$ cat src/rtl/sm83_pkg.sv
// Shared types and constants for the sm83 interrupt controller slice.
package sm83_pkg;

  localparam int unsigned SM83_WORD_SIZE = 8;
  localparam int unsigned SM83_ADR_WIDTH = 16;
  localparam int unsigned SM83_NUM_SRC   = 5;

  typedef logic [SM83_WORD_SIZE-1:0] word_t;
  typedef logic [SM83_ADR_WIDTH-1:0] adr_t;
  typedef logic [SM83_NUM_SRC-1:0]   irq_t;

  localparam adr_t SM83_ADR_IF = 16'hFF0F;
  localparam adr_t SM83_ADR_IE = 16'hFFFF;

  typedef enum logic [2:0] {
    IRQ_VBLANK = 3'd0,
    IRQ_STAT   = 3'd1,
    IRQ_TIMER  = 3'd2,
    IRQ_SERIAL = 3'd3,
    IRQ_JOYPAD = 3'd4
  } irq_idx_e;

endpackage

$ cat src/rtl/sm83_irq_edge.sv
// Rising-edge detector for peripheral request levels; SM83_IRQ_SYNC_EN adds a
// 2-flop synchronizer in front. History flops reset high so held levels are not edges.
module sm83_irq_edge #(
  parameter int unsigned N = 5
) (
  input  logic         clk,
  input  logic         reset,
  input  logic [N-1:0] i_src,
  output logic [N-1:0] o_rise
);

  logic [N-1:0] w_src;
  logic [N-1:0] r_src_q;

`ifdef SM83_IRQ_SYNC_EN
  logic [N-1:0] r_sync1;
  logic [N-1:0] r_sync2;

  always_ff @(posedge clk or posedge reset) begin
    if (reset) begin
      r_sync1 <= '1;
      r_sync2 <= '1;
    end else begin
      r_sync1 <= i_src;
      r_sync2 <= r_sync1;
    end
  end

  assign w_src = r_sync2;
`else
  assign w_src = i_src;
`endif

  always_ff @(posedge clk or posedge reset) begin
    if (reset) r_src_q <= '1;
    else       r_src_q <= w_src;
  end

  assign o_rise = w_src & ~r_src_q;

endmodule

$ cat src/rtl/sm83_irq_ctrl.sv
// sm83 interrupt responder: IF/IE registers, request edge capture, irq mask and
// IF/IE bus access. Optional input synchronizer via SM83_IRQ_SYNC_EN.
module sm83_irq_ctrl
  import sm83_pkg::*;
#(
  parameter int unsigned           WORD_SIZE = SM83_WORD_SIZE,
  parameter int unsigned           ADR_WIDTH = SM83_ADR_WIDTH,
  parameter int unsigned           NUM_SRC   = SM83_NUM_SRC,
  parameter logic [ADR_WIDTH-1:0]  ADR_IF    = SM83_ADR_IF,
  parameter logic [ADR_WIDTH-1:0]  ADR_IE    = SM83_ADR_IE
) (
  input  logic                 clk,
  input  logic                 reset,
  input  logic [ADR_WIDTH-1:0] adr,
  input  logic [WORD_SIZE-1:0] din,
  output logic [WORD_SIZE-1:0] dout,
  output logic                 dout_oe,
  input  logic                 p_rd,
  input  logic                 p_wr,
  input  logic [NUM_SRC-1:0]   irq_src,
  output logic [WORD_SIZE-1:0] irq,
  input  logic [WORD_SIZE-1:0] iack
);

  logic [NUM_SRC-1:0]   r_if;
  logic [WORD_SIZE-1:0] r_ie;
  logic                 r_wr_q;
  logic                 r_rd_q;
  logic                 r_armed;

  logic [NUM_SRC-1:0]   w_rise;
  logic                 w_hit_if;
  logic                 w_hit_ie;
  logic                 w_wr_edge;
  logic                 w_rd_edge;
  logic [WORD_SIZE-1:0] w_if_word;
  logic [WORD_SIZE-1:0] w_irq;
  logic                 w_unused;

  sm83_irq_edge #(.N(NUM_SRC)) u_edge (
    .clk    (clk),
    .reset  (reset),
    .i_src  (irq_src),
    .o_rise (w_rise)
  );

  // r_armed holds off strobe edge detection on the first clock after reset so a
  // strobe still high at release only loads the history flops.
  assign w_hit_if  = (adr == ADR_IF);
  assign w_hit_ie  = (adr == ADR_IE);
  assign w_wr_edge = r_armed & p_wr & ~r_wr_q;
  assign w_rd_edge = r_armed & p_rd & ~r_rd_q;
  assign w_unused  = ^iack[WORD_SIZE-1:NUM_SRC];

  always_comb begin
    w_if_word              = '1;
    w_if_word[NUM_SRC-1:0] = r_if;
    w_irq                  = '0;
    w_irq[NUM_SRC-1:0]     = r_if & r_ie[NUM_SRC-1:0];
  end

  assign irq = w_irq;

  always_ff @(posedge clk or posedge reset) begin
    if (reset) begin
      r_armed <= 1'b0;
      r_wr_q  <= 1'b0;
      r_rd_q  <= 1'b0;
    end else begin
      r_armed <= 1'b1;
      r_wr_q  <= p_wr;
      r_rd_q  <= p_rd;
    end
  end

  // Source edges are OR'd in last so they survive a coincident write-0 or iack.
  always_ff @(posedge clk or posedge reset) begin
    if (reset) begin
      r_if <= '0;
      r_ie <= '0;
    end else begin
      r_if <= (((w_wr_edge && w_hit_if) ? din[NUM_SRC-1:0] : r_if)
               & ~iack[NUM_SRC-1:0]) | w_rise;
      if (w_wr_edge && w_hit_ie) r_ie <= din;
    end
  end

  always_ff @(posedge clk or posedge reset) begin
    if (reset) begin
      dout    <= '0;
      dout_oe <= 1'b0;
    end else if (w_rd_edge && (w_hit_if || w_hit_ie)) begin
      dout    <= w_hit_if ? w_if_word : r_ie;
      dout_oe <= 1'b1;
    end else if (!p_rd) begin
      dout_oe <= 1'b0;
    end
  end

endmodule

$ cat config.mk
export PLATFORM = sky130hd
export DESIGN_NAME = sm83_irq_ctrl
export DESIGN_NICKNAME = d
export VERILOG_FILES = /design/src/rtl/sm83_pkg.sv /design/src/rtl/sm83_irq_edge.sv /design/src/rtl/sm83_irq_ctrl.sv
export SDC_FILE = /design/constraint.sdc
export NUM_CORES = 1
export LEC_CHECK = 0
export ABC_AREA = 1
export BUFFER_PORTS_ARGS = -buffer_cell sky130_fd_sc_hd__buf_2
export CAP_MARGIN = 20
export CORE_MARGIN = 2
export CORE_UTILIZATION = 48
export CTS_CLUSTER_DIAMETER = 40
export DETAILED_ROUTE_END_ITERATION = 7
export PLACE_DENSITY = 0.86
export SYNTH_ARGS = -nofsm -noshare
export SYNTH_HDL_FRONTEND = slang
export SYNTH_SLANG_ARGS = --single-unit
$ cat constraint.sdc
create_clock -name clk -period 1.5 [get_ports clk]
set_input_delay 0.225 -clock clk [delete_from_list [all_inputs] [get_ports clk]]
set_output_delay 0.225 -clock clk [all_outputs]
set_load 0.02 [all_outputs]
== Yosys cells after proc, flatten, opt, wreduce, memory -nomap -nowiden ==
Cells that the tools add are included.
Cells by class
  $mul: 0
  divide/modulo/power cells: 0
  bitwise logic cells: 12
  $lt $le $gt $ge: 0
  reductions and logical operators: 4
  shift operators: 0
  add/subtract/negate cells: 0
  muxes and demuxes: 4
  equal/unequal tests: 3
Operators by type and width (number)
  16-bit equality test, second input constant: 2
  5-bit bitwise AND: 3
  5-bit NOT: 2
  8-bit 2-to-1 mux: 1
  5-bit 2-to-1 mux: 1
  5-bit bitwise OR: 1
  1-bit bitwise AND: 4
  1-bit logical AND: 3
  1-bit 2-to-1 mux: 2
  2-bit by 1-bit inequality test with 1-bit output, second input constant: 1
  1-bit NOT: 2
  1-bit logical OR: 1
Word-level totals
  input port bits: 41
  latch bits: 0
  bits in read-only memories: 0
  bits in writable memories: 0
  register bits: 30
  memories: 0
  output and inout port bits: 17
  word-level logic and storage cells: 31

== Longest topological paths before layout ==
  depth in word-level cells: 6
  depth in mapped cells: 9
  mapped depth without buffers: 9

== Modules after synthesis ==
Synthesis repeated with hierarchy kept, for this count alone.
Second synthesis, totals
  cell total of the unflattened synthesis: 195
  area total of the unflattened synthesis: 1577.8 sq um
Modules (own cells, without submodules)
  sm83_irq_ctrl: seq. area each 625.6 sq um, area an instance 1392.6 sq um, cells an instance 179, times used 1
  sm83_irq_edge: seq. area each 131.4 sq um, area an instance 185.2 sq um, cells an instance 16, times used 1

== Least setup slack after synthesis ==
Ideal clock, no wire load.
  kind: register to register
  from: register r_armed
  to: register r_ie[3]
  clock period less this slack: 1.123 ns
  setup time: 0.117 ns
  cell stages (with the launch flop): 7
  arrival: 1.005 ns
  buffers on the path: 1
  required time: 1.383 ns
  slack: 0.377 ns
  cell sequence: dfrtp_1 -> nand2_1 -> nor2_2 -> nand3_4 -> buf_6 -> nand2_1 -> o21ai_2
On the way
  longest elaborated chain between the ends: 3
Ends and longest elaborated chain
  from (decl): line sm83_irq_ctrl.sv:29  | logic r_armed;
  from (signal assigned): line sm83_irq_ctrl.sv:66  | r_armed <= 1'b0;
  from (signal assigned): line sm83_irq_ctrl.sv:70  | r_armed <= 1'b1;
  1-bit bitwise AND (2 in a row): line sm83_irq_ctrl.sv:51  | assign w_wr_edge = r_armed & p_wr & ~r_wr_q;
  1-bit logical AND: line sm83_irq_ctrl.sv:84  | if (w_wr_edge && w_hit_ie) r_ie <= din;
  to (signal assigned): line sm83_irq_ctrl.sv:84
  to (decl): line sm83_irq_ctrl.sv:26  | logic [WORD_SIZE-1:0] r_ie;
No other way between the ends.
A chain may end at the register's enable or synchronous reset.

== Worst setup path in the final report ==
  from: register r_if[4]
  to: output port irq[4]
On the way
  longest elaborated chain between the ends: 1
Ends and longest elaborated chain
  from (decl): line sm83_irq_ctrl.sv:25  | logic [NUM_SRC-1:0] r_if;
  from (signal assigned): line sm83_irq_ctrl.sv:82  | r_if <= (((w_wr_edge && w_hit_if) ? din[NUM_SRC-1:0] : r_if)
  5-bit bitwise AND: line sm83_irq_ctrl.sv:59  | w_irq[NUM_SRC-1:0] = r_if & r_ie[NUM_SRC-1:0];
  to (decl): line sm83_irq_ctrl.sv:21  | output logic [WORD_SIZE-1:0] irq,
No other way between the ends.

==> results.md <==
Outcome:
- The flow ran to the end, and the final reports show no timing, DRC or antenna violations.

Yosys:
- The commonest cells after synthesis are nand2_1 (66), inv_1 (33), dfrtp_1 (25).
- The area share of the largest cell type after synthesis is 0.406.
- For this run, asynchronously set or reset flops after synthesis account for 1.00.
- In this run, synthesis inferred 0 flip-flops with an integrated enable.
- nand2_1 is the most common cell in the netlist.
- By area the synthesized netlist is led by dfrtp_1 (41%), nand2_1 (16%), dfstp_2 (8.5%).
- Of the synthesized area, sequential elements account for 0.491.
- The number of synthesis warnings is 0.
- The library cell with the largest summed area after synthesis is dfrtp_1.
- In this run the mean area of a mapped cell was 8.16 µm².
- Yosys mapped the design onto 19 distinct sky130hd cell types.
- The most used flip-flop cell after synthesis is dfrtp_1.
- The mapped netlist covers 0.00154 mm².
- The synthesized instance count is 189.
- Counting flops and latches in the post-synthesis netlist gives 30.

Critical path:
- The worst register-to-register path ends at r_ie[6]$_DFFE_PP0P_.
- The end of the critical path is irq[4].
- The data arrival time of the worst path is 1.01 ns.
- Broken down by cell family, the worst path's largest delay share belongs to flip-flops.
- The required time at the worst-slack endpoint is 1.27 ns.
- The critical path starts at r_if[4]$_DFF_PP0_.
- Traced cell by cell, the critical path runs through nand2_1 > inv_1 > buf_2.
- The kind of start point of the critical path is a flop.
- STA classifies the critical path endpoint as a primary output.
- The critical path crosses 3 cells after its start point.
- In this run the worst path has a maximum fanout of 3.
- The depth of the worst register-to-register path is 6.
- The master of the slowest instance on the critical path is dfrtp_1.
- The startpoint of the worst register-to-register path is r_armed$_DFF_PP0_.
- The stage delay of the slowest cell on the critical path is 0.41 ns.
- The worst setup path is of the flop to primary output kind.
- The number of buffers and inverters on the critical path is 2.
- The setup slack of the most critical reg-to-reg path is 0.30 ns.

Global route:
- The leftover overflow at the end of global routing is 0.
- Entering global routing, the biggest net connects 31 pins.
- The initial antenna violation count is 0.
- The via count of the first global-routing pass was 1158.
- The first global-routing pass estimated 4790 µm of wire.
- Across every metal layer, demand over resource in global routing totals 0.179.

STA:
- Derived from the worst setup path, the maximum achievable clock frequency is 810 MHz.
- Setup repair after global routing left no endpoint under its margin.
- The minimum period implied by the final worst setup slack is 1.23 ns.
- The count of final hold-check violations is 0.
- The number of endpoints failing setup at the final stage is 0.
- The final max-slew violation count is 0.
- Dividing the final minimum period by the clock period gives 0.823.
- The final sum of negative setup slack is 0 ns.
- For the final database, setup skew stands at 0.00502 ns.

CTS:
- Buffers inserted to repair hold after CTS numbered 6.
- The clock reaches the later pin of the worst-skew pair after 0.33 ns.
- The H-tree depth is 2.
- The clock drives 30 sinks.
- After clock tree synthesis, the repair step resized 0 gates.
- Counting the buffers created by CTS gives 5.
- After clock tree synthesis, the setup repair step added 0 buffers.
- The clock-pin slew on the worst setup and hold paths is 0.09 ns.
- The clock passes through at most 2 buffers.
- The TritonCTS clock tree is done.
- The library cell used as clock root buffer is clkbuf_4.

Hold path:
- In this run the worst hold path is classified as input port to flop.
- In this run the most critical hold path is launched from p_wr.

Final layout:
- Registers take 757 µm².
- Of the cells placed in the final design, the portion with a size suffix greater than 1 is 0.345.
- For this run, the share of the core covered by cells in the final layout is 0.640.
- The count of fill cells added during filler insertion is 276.
- The number of non-filler instances in the completed layout is 299.
- The combined area of the multi-input logic cells is 609 µm².
- The number of nets in the layout is 295.
- Relative to the synthesized area, the layout overhead comes to 26.7%.
- The repair_antennas step left the layout with diodes totalling 0.

Run:
- The number of maximum-capacitance constraint violations is 0.

Floorplan:
- The die is 60.7 µm wide.
- The count of boundary I/O pins is 58.
- The die is 60.7 µm tall.
- The row count is 20.
- In this run the standard cell core region covers 0.00305 mm².
- The full die area is 0.00368 mm².
- For this configuration, the core starts out at a cell density of 0.505.

Detailed routing:
- The count of nets left with antenna violations after detail routing is 0.
- The length of routed wiring on met1 is 1230 µm.
- The number of vias in the routed layout is 1309.
- The routed wire length on met3 is 158 µm.
- The per-cell via count in the routed design is 4.38.
- The post-detailed-route wirelength per cell is 9.56 µm.
- The number of iterations in the first detailed-routing pass is 5.
- After detailed routing, the total wire length is 2860 µm.
- The number of DRC markers in iteration 0 is 59.
- The top layer reached by signal wires is met4.
- The wire length on met2 is 1410 µm.
- The number of design rule violations left after detail routing is 0.

Power and ir drop:
- IR analysis of the VDD net gives a maximum drop of 0.000534 V.
- The leakage power is 1.24 nW.
- Dividing total power by cell area gives a power density of 739 mW/mm².

Place:
- The placed wire-length estimate after detailed placement is 2160 µm.
- The congestion estimate from routability-driven global placement came to 0.752.
- The count of buffers added on input and output ports is 51.
- The number of instances in the placed design is 285.
-- metal layers --
metal	track usage	vias up
met5	0	-
met4	0.0839	0
met3	0.0448	6
met2	0.316	37
met1	0.202	568
li1	-	698
-- how the worst min path moves through the flow --
stage,to,depth (start not counted)
final,r_wr_q$_DFF_PP0_,1
after global routing,r_wr_q$_DFF_PP0_,1
after CTS,r_wr_q$_DFF_PP0_,1
after detailed placement,r_if[1]$_DFF_PP0_,3
after global placement,r_if[1]$_DFF_PP0_,3
after floorplan,u_edge.r_src_q[0]$_DFF_PP1_,0
-- sequential cells by signal, indices dropped and copies added, names as in the netlist --
signal          cells
r_rd_q              1
r_if                5
dout_oe             1
r_armed             1
u_edge.r_src_q      5
dout                8
r_ie                8
r_wr_q              1
-- metrics by stage --
stage          hold WS (ns)  total power [mW]  worst slack, ns  instance area (µm²)
2_1_floorplan         0.229             0.940            0.377                 1550
3_3_place_gp          0.307             0.998            0.194                 1850
3_5_place_dp          0.321              1.00            0.173                 1850
4_1_cts             0.00141              1.46            0.254                 1950
5_1_grt             0.00277              1.52            0.216                 1950
6_report            0.00771              1.44            0.265                 1950
-- cell usage in the layout (no fill, tap or decap), types with 5 or more instances in the layout --
cell type and instances:
clkbuf_4 5, nand3_1 19, buf_4 5, dfrtp_1 25, inv_1 33, nor2_1 5, buf_2 51, o21ai_2 5
nand2_1 66, dfstp_2 5, nand4_1 6, dlygate4sd3_1 6
-- logic make-up (layout without fill, tap and decap cells) --
group                  after synthesis  in the layout  synth area share
buffers and inverters               41            105             0.119
and+or+nand+nor                    108            108             0.340
AOI/OAI and AO/OA                    8              8            0.0454
other                                2              4           0.00487
DFF                                 30             30             0.491
-- report_power, final --
| part | leakage [nW] | internal, mW | switching, mW | total (mW) |
|---|---|---|---|---|
| Sequential | 0.370 | 0.836 | 0.0142 | 0.851 |
| Clock | 0.0265 | 0.186 | 0.260 | 0.446 |
| Combinational | 0.847 | 0.0677 | 0.0795 | 0.147 |
-- final cells by class --
type	count	area share
Sequential cell	30	0.387
Multi-Input combinational cell	120	0.312
Timing Repair Buffer	62	0.181
Inverter	35	0.0672
Tap cell	44	0.0282
Clock buffer	8	0.0250
No activity file was read; power rests on OpenSTA's default activity.
